==> config.mk <==
export PLATFORM = sky130hd
export DESIGN_NAME = wb_master_port
export DESIGN_NICKNAME = d
export VERILOG_FILES = /design/src/rtl/wb_master_pkg.sv /design/src/rtl/wb_master_timeout.sv /design/src/rtl/wb_master_port.sv
export SDC_FILE = /design/constraint.sdc
export NUM_CORES = 1
export LEC_CHECK = 0
export BUFFER_PORTS_ARGS = -buffer_cell sky130_fd_sc_hd__clkbuf_2
export CAP_MARGIN = 10
export CORE_UTILIZATION = 54
export CTS_BUF_LIST = sky130_fd_sc_hd__clkbuf_8
export DETAILED_ROUTE_END_ITERATION = 8
export HOLD_SLACK_MARGIN = 0.06
export PLACE_DENSITY = 0.88
export SLEW_MARGIN = 20
export SYNTH_ARGS = -nofsm -noshare
export SYNTH_HDL_FRONTEND = slang
export SYNTH_SLANG_ARGS = --single-unit
export TNS_END_PERCENT = 100
==> constraint.sdc <==
create_clock -name wb_clk_i -period 4.6 [get_ports wb_clk_i]
set_clock_uncertainty 0.15 [all_clocks]
set_input_delay 0.23 -clock wb_clk_i [delete_from_list [all_inputs] [get_ports wb_clk_i]]
set_output_delay 0.23 -clock wb_clk_i [all_outputs]
set_load 0.01 [all_outputs]
==> src/rtl/wb_master_pkg.sv <==
// Shared types and bus widths for the Wishbone classic single-transfer initiator.
package wb_master_pkg;

    localparam int WB_ADR_W = 32;
    localparam int WB_DAT_W = 32;
    localparam int WB_SEL_W = 4;

    typedef enum logic [1:0] {
        IDLE = 2'd0,
        BUS  = 2'd1,
        RESP = 2'd2
    } wb_state_t;

    typedef struct packed {
        logic [WB_DAT_W-1:0] dat;
        logic                err;
    } wb_rsp_t;

endpackage

==> src/rtl/wb_master_timeout.sv <==
// Bus-hang watchdog: counts stalled strobe cycles and flags the last allowed one.
// TIMEOUT_CYCLES=0 ties the terminal-count output low.
module wb_master_timeout #(
    parameter int TIMEOUT_CYCLES = 255,
    parameter int CNT_W          = 8
) (
    input  logic clk,
    input  logic rst_n,
    input  logic clr,
    input  logic en,
    output logic tc
);

    localparam int              TC_INT = (TIMEOUT_CYCLES > 0) ? (TIMEOUT_CYCLES - 1) : 0;
    localparam logic [CNT_W-1:0] TC_VAL = CNT_W'(TC_INT);

    logic [CNT_W-1:0] cnt_r;

    // Stall counter; clear has priority so a fresh attempt always starts at zero.
    always_ff @(posedge clk or negedge rst_n) begin
        if (!rst_n) begin
            cnt_r <= '0;
        end else if (clr) begin
            cnt_r <= '0;
        end else if (en) begin
            cnt_r <= cnt_r + CNT_W'(1);
        end else begin
            cnt_r <= cnt_r;
        end
    end

    assign tc = (TIMEOUT_CYCLES != 0) ? (cnt_r == TC_VAL) : 1'b0;

endmodule

==> src/rtl/wb_master_port.sv <==
// Wishbone classic initiator: one outstanding transfer from a valid/ready command
// stream, with timeout abort. Optional reissue-on-timeout via WB_MASTER_PORT_RETRY_EN.
module wb_master_port
    import wb_master_pkg::*;
#(
    parameter int TIMEOUT_CYCLES = 255,
    parameter int CNT_W          = 8,
    parameter int MAX_RETRY      = 2
) (
    input  logic                wb_clk_i,
    input  logic                wb_rst_ni,
    input  logic                cmd_valid_i,
    output logic                cmd_ready_o,
    input  logic                cmd_we_i,
    input  logic [WB_ADR_W-1:0] cmd_adr_i,
    input  logic [WB_DAT_W-1:0] cmd_dat_i,
    input  logic [WB_SEL_W-1:0] cmd_sel_i,
    output logic                rsp_valid_o,
    input  logic                rsp_ready_i,
    output logic [WB_DAT_W-1:0] rsp_dat_o,
    output logic                rsp_err_o,
    output logic                wbm_cyc_o,
    output logic                wbm_stb_o,
    output logic                wbm_we_o,
    output logic [WB_ADR_W-1:0] wbm_adr_o,
    output logic [WB_DAT_W-1:0] wbm_dat_o,
    output logic [WB_SEL_W-1:0] wbm_sel_o,
    input  logic                wbm_ack_i,
    input  logic [WB_DAT_W-1:0] wbm_dat_i
`ifdef WB_MASTER_PORT_RETRY_EN
    ,
    output logic [1:0]          rsp_retries_o
`endif
);

    wb_state_t           state_r;
    logic                cmd_ready_r;
    logic                rsp_valid_r;
    wb_rsp_t             rsp_r;
    logic                cyc_r;
    logic                stb_r;
    logic                we_r;
    logic [WB_ADR_W-1:0] adr_r;
    logic [WB_DAT_W-1:0] dat_r;
    logic [WB_SEL_W-1:0] sel_r;
`ifdef WB_MASTER_PORT_RETRY_EN
    logic [1:0]          retries_r;
`endif

    logic accept_s;
    logic tmo_clr_s;
    logic tmo_en_s;
    logic tmo_tc_s;

    assign accept_s  = (state_r == IDLE) && cmd_valid_i && cmd_ready_r;
    // A BUS cycle with cyc low is the retry gap; reissue restarts the count.
    assign tmo_clr_s = accept_s || ((state_r == BUS) && !cyc_r);
    assign tmo_en_s  = (state_r == BUS) && cyc_r && !wbm_ack_i;

    wb_master_timeout #(
        .TIMEOUT_CYCLES (TIMEOUT_CYCLES),
        .CNT_W          (CNT_W)
    ) u_timeout (
        .clk   (wb_clk_i),
        .rst_n (wb_rst_ni),
        .clr   (tmo_clr_s),
        .en    (tmo_en_s),
        .tc    (tmo_tc_s)
    );

    // Transfer FSM; every output is a register updated here.
    always_ff @(posedge wb_clk_i or negedge wb_rst_ni) begin
        if (!wb_rst_ni) begin
            state_r     <= IDLE;
            cmd_ready_r <= 1'b1;
            rsp_valid_r <= 1'b0;
            rsp_r       <= '{dat: '0, err: 1'b0};
            cyc_r       <= 1'b0;
            stb_r       <= 1'b0;
            we_r        <= 1'b0;
            adr_r       <= '0;
            dat_r       <= '0;
            sel_r       <= '0;
`ifdef WB_MASTER_PORT_RETRY_EN
            retries_r   <= 2'd0;
`endif
        end else begin
            case (state_r)
                IDLE: begin
                    if (accept_s) begin
                        we_r        <= cmd_we_i;
                        adr_r       <= cmd_adr_i;
                        dat_r       <= cmd_dat_i;
                        sel_r       <= cmd_sel_i;
                        cyc_r       <= 1'b1;
                        stb_r       <= 1'b1;
                        cmd_ready_r <= 1'b0;
`ifdef WB_MASTER_PORT_RETRY_EN
                        retries_r   <= 2'd0;
`endif
                        state_r     <= BUS;
                    end else begin
                        state_r <= IDLE;
                    end
                end
                BUS: begin
                    if (cyc_r && wbm_ack_i) begin
                        // Ack beats a same-cycle terminal count.
                        rsp_r.dat   <= we_r ? {WB_DAT_W{1'b0}} : wbm_dat_i;
                        rsp_r.err   <= 1'b0;
                        cyc_r       <= 1'b0;
                        stb_r       <= 1'b0;
                        rsp_valid_r <= 1'b1;
                        state_r     <= RESP;
                    end else if (cyc_r && tmo_tc_s) begin
                        cyc_r <= 1'b0;
                        stb_r <= 1'b0;
`ifdef WB_MASTER_PORT_RETRY_EN
                        if (int'(retries_r) < MAX_RETRY) begin
                            retries_r <= retries_r + 2'd1;
                            state_r   <= BUS;
                        end else begin
                            rsp_r       <= '{dat: '0, err: 1'b1};
                            rsp_valid_r <= 1'b1;
                            state_r     <= RESP;
                        end
`else
                        rsp_r       <= '{dat: '0, err: 1'b1};
                        rsp_valid_r <= 1'b1;
                        state_r     <= RESP;
`endif
                    end else if (!cyc_r) begin
                        cyc_r   <= 1'b1;
                        stb_r   <= 1'b1;
                        state_r <= BUS;
                    end else begin
                        state_r <= BUS;
                    end
                end
                RESP: begin
                    if (rsp_ready_i) begin
                        rsp_valid_r <= 1'b0;
                        cmd_ready_r <= 1'b1;
                        state_r     <= IDLE;
                    end else begin
                        state_r <= RESP;
                    end
                end
                default: begin
                    state_r     <= IDLE;
                    cmd_ready_r <= 1'b1;
                    rsp_valid_r <= 1'b0;
                    cyc_r       <= 1'b0;
                    stb_r       <= 1'b0;
                end
            endcase
        end
    end

    assign cmd_ready_o = cmd_ready_r;
    assign rsp_valid_o = rsp_valid_r;
    assign rsp_dat_o   = rsp_r.dat;
    assign rsp_err_o   = rsp_r.err;
    assign wbm_cyc_o   = cyc_r;
    assign wbm_stb_o   = stb_r;
    assign wbm_we_o    = we_r;
    assign wbm_adr_o   = adr_r;
    assign wbm_dat_o   = dat_r;
    assign wbm_sel_o   = sel_r;
`ifdef WB_MASTER_PORT_RETRY_EN
    assign rsp_retries_o = retries_r;
`endif

endmodule
# After elaboration in Yosys (flattened, before gate mapping)
# Index checks and enable logic that the tools add are counted.
# totals
regBits	116
latchBits	0
mem_bits_rw	0
rom_bits	0
input_bits	106
output_inout_bits	106
elab_cells	67
mem_count	0
# classes
n_addsub	1
multipliers	0
div	0
order_cmp	0
eq_ne	7
n_shift	0
mux	25
n_bitwise	3
reduce_logical	19
# op_table
op	count
$mux W33	2
$mux W32	1
$mux W8	2
$mux W1	12
$pmux W1 S3	4
$reduce_and A3 Y1	3
$add A8 B1 Y8 const B	1
$eq A8 B8 Y1 const B	1
$logic_and A1 B1 Y1	7
$mux W2	3
$pmux W2 S3	1
$reduce_and A2 Y1	3
$ne A2 B2 Y1 const B	2
$ne A4 B2 Y1 const B	1
$reduce_bool A2 Y1	2
$ne A3 B1 Y1 const B	1
$not A1 Y1	3
$eq A2 B1 Y1 const B	1
$eq A2 B2 Y1 const B	1
$logic_not A1 Y1	2
$logic_not A2 Y1	1
$logic_or A1 B1 Y1	1

# Longest topological paths before layout
# Gate-level depths: netlist of run 1.
# logic_depth
depth_word	5
depth_mapped	6
mapped_depth_nobuf	5

# By module
# A second synthesis of run 1 with hierarchy kept.
# unflattened
hier_cells	362
area_unflattened_um2	4992.3
# modules_own_cells
module	instances	cells_per_inst	area_per_inst_um2	seq_area_each_um2
wb_master_port	1	321	4581.9	2703.8
wb_master_timeout	1	41	410.4	200.2

# Least setup slack after synthesis of run 1
# No wires, ideal clock.
# synth_timing
path_kind	register to register
from	register u_timeout.cnt_r[0]
to	register rsp_r, in the netlist rsp_dat_o[0]
setup_ps	130
t_arrival_ps	1305
t_required_ps	4320
path_slack_ps	3015
path_stages_with_launch	7
period_less_slack_ps	1585
path_cell_list	dfrtp_1 inv_1 ha_1 nand3_1 nor2_1 buf_6 o211ai_1
# synth_via
elab_chain_len	4
# synth_rtl
item	line_no	rtl
start: declaration	wb_master_timeout.sv:17	logic [CNT_W-1:0] cnt_r;
start signal: assignment	wb_master_timeout.sv:26	cnt_r <= cnt_r + CNT_W'(1);
start signal: assignment	wb_master_timeout.sv:28	cnt_r <= cnt_r;
$eq A8 B8 Y1	wb_master_timeout.sv:32	assign tc = (TIMEOUT_CYCLES != 0) ? (cnt_r == TC_VAL) : 1'b0;
$logic_and A1 B1 Y1	wb_master_port.sv:115	end else if (cyc_r && tmo_tc_s) begin
$reduce_bool A2 Y1 (no source line)	-	
$reduce_and A2 Y1 (no source line)	-	
end signal: assignment	wb_master_port.sv:77	rsp_r <= '{dat: '0, err: 1'b0};
end signal: assignment	wb_master_port.sv:128	rsp_r <= '{dat: '0, err: 1'b1};
end: declaration	wb_master_port.sv:39	wb_rsp_t rsp_r;
# No other way between the ends.
# A chain may end at the register's enable or synchronous reset.

# Worst setup path after layout of run 1
# layout_timing
from	register state_r[0]
to	register dat_r[13], in the netlist wbm_dat_o[13]
# layout_via
elab_chain_len	4
# layout_rtl
item	line_no	rtl
start: declaration	wb_master_port.sv:36	wb_state_t state_r;
start signal: assignment	wb_master_port.sv:74	state_r <= IDLE;
start signal: assignment	wb_master_port.sv:101	state_r <= BUS;
start signal: assignment	wb_master_port.sv:103	state_r <= IDLE;
$logic_not A2 Y1 (*)	wb_master_port.sv:55, wb_master_port.sv:88	
$logic_and A1 B1 Y1 (2 in series)	wb_master_port.sv:55	assign accept_s = (state_r == IDLE) && cmd_valid_i && cmd_ready_r;
$reduce_and A2 Y1 (no source line) (*)	-	
end signal: assignment	wb_master_port.sv:93	dat_r <= cmd_dat_i;
end: declaration	wb_master_port.sv:44	logic [WB_DAT_W-1:0] dat_r;
# Mark *: on every way between the ends. The rest lies on a longest branch, timed or not.

==> results.tsv, run 1 <==
stage	metric	value	unit
setup_path	critical path's largest stage delay	0.92	ns
sta	total negative slack for setup checks	0	ns
sta	worst-margin pin slew	0.971	ns
cts	clk sink count	116	
hold_path	min-delay worst type	input pin to register	
global_routing	number of antenna violations at the first check in global routing	0	
global_routing	global-route total usage across every layer	0.344	
global_routing	pin count of the biggest net entering global routing	65	
global_routing	vias in the first global route	5034	
synthesis	synthesized cell area	5180	sq um
power_and_ir_drop	combinational group share of total power	0.346	
synthesis	Yosys warning count	0	
layout	Area Overhead vs Synth	47.9	%
synthesis	cells taking the most area after synthesis	sky130_fd_sc_hd__dfrtp_1 56%, sky130_fd_sc_hd__mux2_2 15%, sky130_fd_sc_hd__o211ai_1 5.4%	
power_and_ir_drop	power per cell area	544	nW/um^2
cts	cells resized by post-CTS repair	0	
sta	max-slew violation count	0	
power_and_ir_drop	net switching power of the design	1.53	mW
layout	most frequent cells in the layout	210 x sky130_fd_sc_hd__clkbuf_2, 115 x sky130_fd_sc_hd__dfrtp_1, 103 x sky130_fd_sc_hd__dlygate4sd3_1, 69 x sky130_fd_sc_hd__mux2_2, 37 x sky130_fd_sc_hd__o211ai_1	
detailed_routing	router iterations before antenna repair	4	
setup_path	WP data required	4.74	ns
cts	CTS root buffer	sky130_fd_sc_hd__clkbuf_8	
detailed_routing	Detailed Route Iter0 Violations	232	
cts	H-tree depth	4	
sta	Fmax	384	MHz
detailed_routing	routed length per instance	19.3	microns
layout	fin nets	828	
synthesis	area fraction in and, or, nand and nor cells after synthesis	0.158	
setup_path	slowest stage cell on the critical path	sky130_fd_sc_hd__nand4bb_4	
floorplanning	Core Region	9280	sq um
cts	clock-pin slew on the worst setup and hold paths	0.07	ns
cts	Post-CTS Setup Bufs	0	
placement	count of port buffers added during placement	211	
setup_path	series of cell instances along the critical path	nand4bb_4 > buf_4 > mux2_2	
power_and_ir_drop	total leakage power	3.73	nW
synthesis	mean cell area of the mapped netlist	12.6	sq um
detailed_routing	Post-DRT Antenna Nets	0	
floorplanning	horizontal die dimension	100	microns
sta	setup violation total in the final timing report	0	
sta	Tcrit/Tclk final	0.566	
global_routing	GRT Residual Overflow	0	
setup_path	reg-to-reg slack, setup	2.00	ns
sta	RSZ-0062 raised after global routing	no	
layout	layout cells sized above 1	0.443	
power_and_ir_drop	worst vdd ir	0.383	mV
power_and_ir_drop	internal portion of total power	2.64	mW
power_and_ir_drop	share of total power consumed by net switching	0.366	
synthesis	adder-cell share of the synthesized area	0.00483	
sta	clock period minus worst slack	2.60	ns
placement	Routability Congestion	0.774	
synthesis	Compound-Gate Fraction of Synth Area	0.0801	
floorplanning	Die Outline Area	10000	sq um
status	run status	complete, no violations	
sta	Rel. slew slack	0.351	
floorplanning	number of rows created at floorplan	35	
cts	clock latency at the later pin of the worst-skew pair	0.42	ns
setup_path	nature of the critical path startpoint	register	
detailed_routing	detailed-route DRC error count	0	
job	number of max-cap violations	0	
synthesis	Synth Instances	412	
floorplanning	starting density of the core	0.558	
synthesis	Yosys top cell by area	sky130_fd_sc_hd__dfrtp_1	
power_and_ir_drop	Power, Total	4.17	mW
synthesis	number of synthesized register bits	116	
detailed_routing	vias per cell	5.53	
synthesis	Synth cell types	44	
cts	Post-CTS Hold Buffers	103	
cts	clock tree buffer depth	2	
layout	final antenna diode count	0	
global_routing	wire length of the first global-routing pass	25900	microns
power_and_ir_drop	sequential cell fraction of total power	0.430	
cts	TritonCTS clock tree	yes	
layout	commonest non-fill, non-tap cell in the layout	sky130_fd_sc_hd__clkbuf_2	
synthesis	combinational family with the most area after synthesis	simple AND/OR/NAND/NOR gates	
synthesis	net count of the mapped netlist	520	
setup_path	endpoint type of the worst setup path	register	
setup_path	Crit path arrival time	2.75	ns
synthesis	fraction of the yosys area taken by sequential cells	0.560	
power_and_ir_drop	portion of total power attributed to the clock network	0.224	
setup_path	largest fanout of any net on the critical path	53	
synthesis	main flop type after synthesis	sky130_fd_sc_hd__dfrtp_1	
floorplanning	number of top-level pins	212	
synthesis	asr flop ratio synth	1.00	
synthesis	post-synthesis mux area share	0.154	
detailed_routing	total wire length	16600	microns
placement	Post-DP HPWL	8900	microns
detailed_routing	routed via count	4764	
cts	Inserted Clock Buffers	17	
synthesis	post-synthesis share of cell area spent on xor and xnor gates	0.00169	
setup_path	path type of the worst setup path	register to register	
floorplanning	Die Ht	100	microns
synthesis	area share of the largest cell type after synthesis	0.555	
synthesis	number of flops mapped to enable cells by yosys	0	
sta	Final Hold Viols	0	
[synth_stat cells (2+ instances only)]
master,instances
sky130_fd_sc_hd__dfrtp_1,115
sky130_fd_sc_hd__or4_1,2
sky130_fd_sc_hd__nand3_1,7
sky130_fd_sc_hd__buf_2,5
sky130_fd_sc_hd__nand2b_1,34
sky130_fd_sc_hd__nor3b_1,2
sky130_fd_sc_hd__a21oi_1,2
sky130_fd_sc_hd__o211ai_1,37
sky130_fd_sc_hd__nand4bb_1,2
sky130_fd_sc_hd__inv_1,5
sky130_fd_sc_hd__nand3b_1,34
sky130_fd_sc_hd__mux2i_1,2
sky130_fd_sc_hd__clkbuf_1,10
sky130_fd_sc_hd__buf_4,3
sky130_fd_sc_hd__nand2_1,35
sky130_fd_sc_hd__o21ai_0,6
sky130_fd_sc_hd__nor2_1,5
sky130_fd_sc_hd__nand4b_1,2
sky130_fd_sc_hd__ha_1,2
sky130_fd_sc_hd__buf_6,10
sky130_fd_sc_hd__mux2_2,69
[per-layer routing]
layer / share of wire / global-route usage
met5: 0 / 0
met3: 0.053 / 0.0752
met1: 0.35 / 0.366
met4: 0.058 / 0.213
met2: 0.54 / 0.623
[kinds of logic (layout without fill, tap and decap cells)]
group           after synthesis  in the layout
simple gates                133            133
flops                       116            116
mux                          71             71
compound gates               56             56
buf+inv                      33            353
fa+ha+maj                     2              2
xor+xnor                      1              1
[power groups by stage]
stage / registers, mW / logic, mW / clock network (mW)
finish: 1.79 / 1.44 / 0.935
floorplan: 1.87 / 0.575 / 0
detailed placement: 1.77 / 1.31 / 0
global route: 1.83 / 1.54 / 1.00
CTS: 1.75 / 1.39 / 0.926
global placement: 1.72 / 1.26 / 0
[path summary, 6_finish.rpt]
| kind | start | end | cells past startpoint |
|---|---|---|---|
| max | state_r[0]$_DFF_PN0_ | wbm_dat_o[13]$_DFFE_PN0P_ | 3 |
| min | cmd_valid_i | cmd_ready_o$_DFFE_PN1P_ | 3 |
| max reg2reg | state_r[0]$_DFF_PN0_ | wbm_dat_o[13]$_DFFE_PN0P_ | 3 |
| min reg2reg | wbm_adr_o[3]$_DFFE_PN0P_ | wbm_adr_o[3]$_DFFE_PN0P_ | 1 |
| max in group asynchronous | wb_rst_ni | wbm_dat_o[9]$_DFFE_PN0P_ | 3 |
| min in group asynchronous | wb_rst_ni | wbm_dat_o[17]$_DFFE_PN0P_ | 2 |
[cell type report]
cell class	instances	area, sq um
fillers	509	1620
clock buffers	17	234
inverters	5	18.8
well taps	129	161
clock inverters	14	155
flip-flops and latches	116	2900
multi-input cells	263	2080
repair buffers	317	2110
[flip-flops by register name, summed over array words and instances, names as in the netlist]
register         count
state_r              2
wbm_adr_o           32
cmd_ready_o          1
wbm_cyc_o            1
wbm_dat_o           32
rsp_dat_o           32
wbm_we_o             1
rsp_err_o            1
wbm_stb_o            1
wbm_sel_o            4
rsp_valid_o          1
u_timeout.cnt_r      8
[per-stage QoR]
stage,instances,util,hold WS [ns],worst slack (ns),cell area (sq um)
floorplan,412,-,-0.216,3.01,5180
global placement,727,0.673,0.202,2.09,6250
detailed placement,727,0.673,0.215,1.99,6250
CTS,861,0.826,0.0694,2.00,7670
global route,861,0.826,0.104,1.85,7670
finish,861,0.826,0.0898,2.00,7670
[critical path, delay by kind of cell, from the launching register on]
kind	cells	cell delay (ns)
AND/OR/NAND/NOR	1	0.92
flip-flops	1	0.55
buffers and inverters	1	0.54
multiplexers	1	0.31
No activity file was read; power rests on OpenSTA's default activity.
==> inputs of run 2 (changes only) <==
--- a/config.mk
+++ b/config.mk
@@ -7,11 +7,11 @@
 export LEC_CHECK = 0
 export BUFFER_PORTS_ARGS = -buffer_cell sky130_fd_sc_hd__clkbuf_2
 export CAP_MARGIN = 10
-export CORE_UTILIZATION = 54
+export CORE_UTILIZATION = 45
 export CTS_BUF_LIST = sky130_fd_sc_hd__clkbuf_8
 export DETAILED_ROUTE_END_ITERATION = 8
 export HOLD_SLACK_MARGIN = 0.06
-export PLACE_DENSITY = 0.88
+export PLACE_DENSITY = 0.78
 export SLEW_MARGIN = 20
 export SYNTH_ARGS = -nofsm -noshare
 export SYNTH_HDL_FRONTEND = slang
==> constraint.sdc (replaced) <==
create_clock -name wb_clk_i -period 2.25 [get_ports wb_clk_i]
set_clock_uncertainty 0.15 [all_clocks]
set_input_delay 0.1125 -clock wb_clk_i [delete_from_list [all_inputs] [get_ports wb_clk_i]]
set_output_delay 0.1125 -clock wb_clk_i [all_outputs]
set_load 0.01 [all_outputs]
==> results.tsv, run 2 (synthesis gave the netlist of run 1 again) <==
stage	metric	value	unit	change
status	run status	complete, no violations		unchanged
cts	H-tree depth	4		unchanged
power_and_ir_drop	power per cell area	1060	nW/um^2	was 544 nW/um^2
layout	fin nets	838		was 828
setup_path	nature of the critical path startpoint	register		unchanged
sta	Rel. slew slack	0.458		was 0.351
sta	worst-margin pin slew	0.813	ns	was 0.971 ns
hold_path	min-delay worst type	input pin to async pin		was input pin to register
sta	Tcrit/Tclk final	0.912		was 0.566
cts	Inserted Clock Buffers	17		unchanged
setup_path	largest fanout of any net on the critical path	5		was 53
detailed_routing	Post-DRT Antenna Nets	0		unchanged
detailed_routing	vias per cell	5.18		was 5.53
layout	fin util	0.705		was 0.826
sta	clock period minus worst slack	2.05	ns	was 2.60 ns
cts	clk sink count	116		unchanged
layout	most frequent cells in the layout	210 x sky130_fd_sc_hd__clkbuf_2, 115 x sky130_fd_sc_hd__dfrtp_1, 106 x sky130_fd_sc_hd__dlygate4sd3_1, 69 x sky130_fd_sc_hd__mux2_2, 37 x sky130_fd_sc_hd__o211ai_1		was 210 x sky130_fd_sc_hd__clkbuf_2, 115 x sky130_fd_sc_hd__dfrtp_1, 103 x sky130_fd_sc_hd__dlygate4sd3_1, 69 x sky130_fd_sc_hd__mux2_2, 37 x sky130_fd_sc_hd__o211ai_1
setup_path	slowest stage cell on the critical path	sky130_fd_sc_hd__dlygate4sd3_1		was sky130_fd_sc_hd__nand4bb_4
job	number of max-cap violations	0		unchanged
sta	post-layout worst setup margin	0.197	ns	was 2.00 ns
sta	Fmax	487	MHz	was 384 MHz
placement	Post-DP HPWL	8930	microns	was 8900 microns
floorplanning	horizontal die dimension	109	microns	was 100 microns
detailed_routing	detailed-route DRC error count	0		unchanged
cts	clock latency at the later pin of the worst-skew pair	0.43	ns	was 0.42 ns
floorplanning	starting density of the core	0.470		was 0.558
layout	layout cells sized above 1	0.439		was 0.443
placement	total placed instance area	6340	sq um	was 6250 sq um
sta	Final Hold Viols	0		unchanged
cts	TritonCTS clock tree	yes		unchanged
sta	total negative slack for setup checks	0	ns	unchanged
setup_path	path type of the worst setup path	register to register		unchanged
power_and_ir_drop	worst vdd ir	0.687	mV	was 0.383 mV
layout	Area Overhead vs Synth	50.1	%	was 47.9%
detailed_routing	routed metal-1 wirelength	5840	microns	unchanged
sta	setup violation total in the final timing report	0		unchanged
floorplanning	Die Ht	109	microns	was 100 microns
power_and_ir_drop	total leakage power	3.81	nW	was 3.73 nW
floorplanning	Core Region	11000	sq um	was 9280 sq um
detailed_routing	uppermost layer routed	met4		unchanged
setup_path	Largest delay share family, worst path	buffers and inverters		was simple AND/OR/NAND/NOR gates
global_routing	global-route total usage across every layer	0.252		was 0.344
placement	Routability Congestion	0.829		was 0.774
detailed_routing	routed length per instance	16.8	microns	was 19.3 microns
sta	RSZ-0062 raised after global routing	no		unchanged
global_routing	pin count of the biggest net entering global routing	66		was 65
detailed_routing	WL met2	7440	microns	was 8910 microns
global_routing	vias in the first global route	4793		was 5034
placement	count of port buffers added during placement	211		unchanged
global_routing	wire length of the first global-routing pass	22700	microns	was 25900 microns
setup_path	series of cell instances along the critical path	inv_1 > ha_1 > nand3_1 > o21ba_2 > o21ai_0 > dlygate4sd3_1		was nand4bb_4 > buf_4 > mux2_2
detailed_routing	router iterations before antenna repair	4		unchanged
detailed_routing	met3 layer wire length in the routed design	1100	microns	was 875 microns
sta	max-slew violation count	0		unchanged
placement	worst slack at placement	0.436	ns	was 1.99 ns
detailed_routing	Detailed Route Iter0 Violations	259		was 232
detailed_routing	routed via count	4564		was 4764
floorplanning	number of top-level pins	212		unchanged
layout	commonest non-fill, non-tap cell in the layout	sky130_fd_sc_hd__clkbuf_2		unchanged
setup_path	critical path's largest stage delay	0.56	ns	was 0.92 ns
setup_path	number of buffers and inverters on the critical path	2		was 1
detailed_routing	total wire length	14800	microns	was 16600 microns
layout	filler cell count in the final layout	766		was 509
global_routing	number of antenna violations at the first check in global routing	0		unchanged
floorplanning	Die Outline Area	12000	sq um	was 10000 sq um
setup_path	Crit path arrival time	2.27	ns	was 2.75 ns
setup_path	WP data required	2.47	ns	was 4.74 ns
cts	cells resized by post-CTS repair	0		unchanged
cts	clock-pin slew on the worst setup and hold paths	0.07	ns	about the same
cts	CTS root buffer	sky130_fd_sc_hd__clkbuf_8		unchanged
cts	clock tree buffer depth	2		unchanged
global_routing	GRT Residual Overflow	0		unchanged
setup_path	endpoint type of the worst setup path	register		unchanged
floorplanning	number of rows created at floorplan	38		was 35
layout	final non-filler cell area	7780	sq um	was 7670 sq um
layout	final antenna diode count	0		unchanged
==> run 2: path summary, 6_finish.rpt <==
kind | start | cells past startpoint | end | slack [ns]
max | u_timeout.cnt_r[0]$_DFFE_PN0P_ | 6 | state_r[1]$_DFF_PN0_ | 0.20
min | wb_rst_ni | 2 | cmd_ready_o$_DFFE_PN1P_ | 0.12
max reg2reg | u_timeout.cnt_r[0]$_DFFE_PN0P_ | 6 | state_r[1]$_DFF_PN0_ | 0.20
min reg2reg | wbm_adr_o[29]$_DFFE_PN0P_ | 1 | wbm_adr_o[29]$_DFFE_PN0P_ | 0.35
max in group asynchronous | wb_rst_ni | 3 | wbm_adr_o[0]$_DFFE_PN0P_ | 1.47
min in group wb_clk_i | cmd_adr_i[18] | 3 | wbm_adr_o[18]$_DFFE_PN0P_ | 0.31
==> run 2: layer usage <==
metal / vias to the layer above / GRT usage
li1: 2113 / -
met1: 2227 / 0.283
met2: 184 / 0.435
met3: 40 / 0.0800
met4: 0 / 0.118
met5: - / 0
==> run 2: power by group <==
part           internal [mW]  switching [mW]
clock                  0.954           0.799
combinational           1.51            1.36
sequential              2.93           0.673
==> run 2: metrics by stage <==
step | hold WS (ns) | total power, mW | instances
after global routing | 0.0833 | 8.69 | 881
final | 0.115 | 8.22 | 881
after CTS | 0.0779 | 8.20 | 881
after floorplan | -0.333 | 4.99 | 412
after detailed placement | -0.0440 | 6.27 | 744
after global placement | -0.0553 | 6.11 | 744
==> run 2: area by class of cell <==
cell class / count / area (sq um) / share of cell area
well taps: 140 / 175 / 0.0225
repair buffers: 327 / 2240 / 0.289
clock buffers: 21 / 289 / 0.0372
inverters: 5 / 18.8 / 0.00241
multi-input cells: 263 / 2080 / 0.268
flip-flops and latches: 116 / 2900 / 0.373
clock inverters: 9 / 65.1 / 0.00836
==> run 2: repair_timing <==
item                                   CTS  global route
hold buffers                           107             0
endpoints found under the hold margin  226             0
setup buffers                            0             0
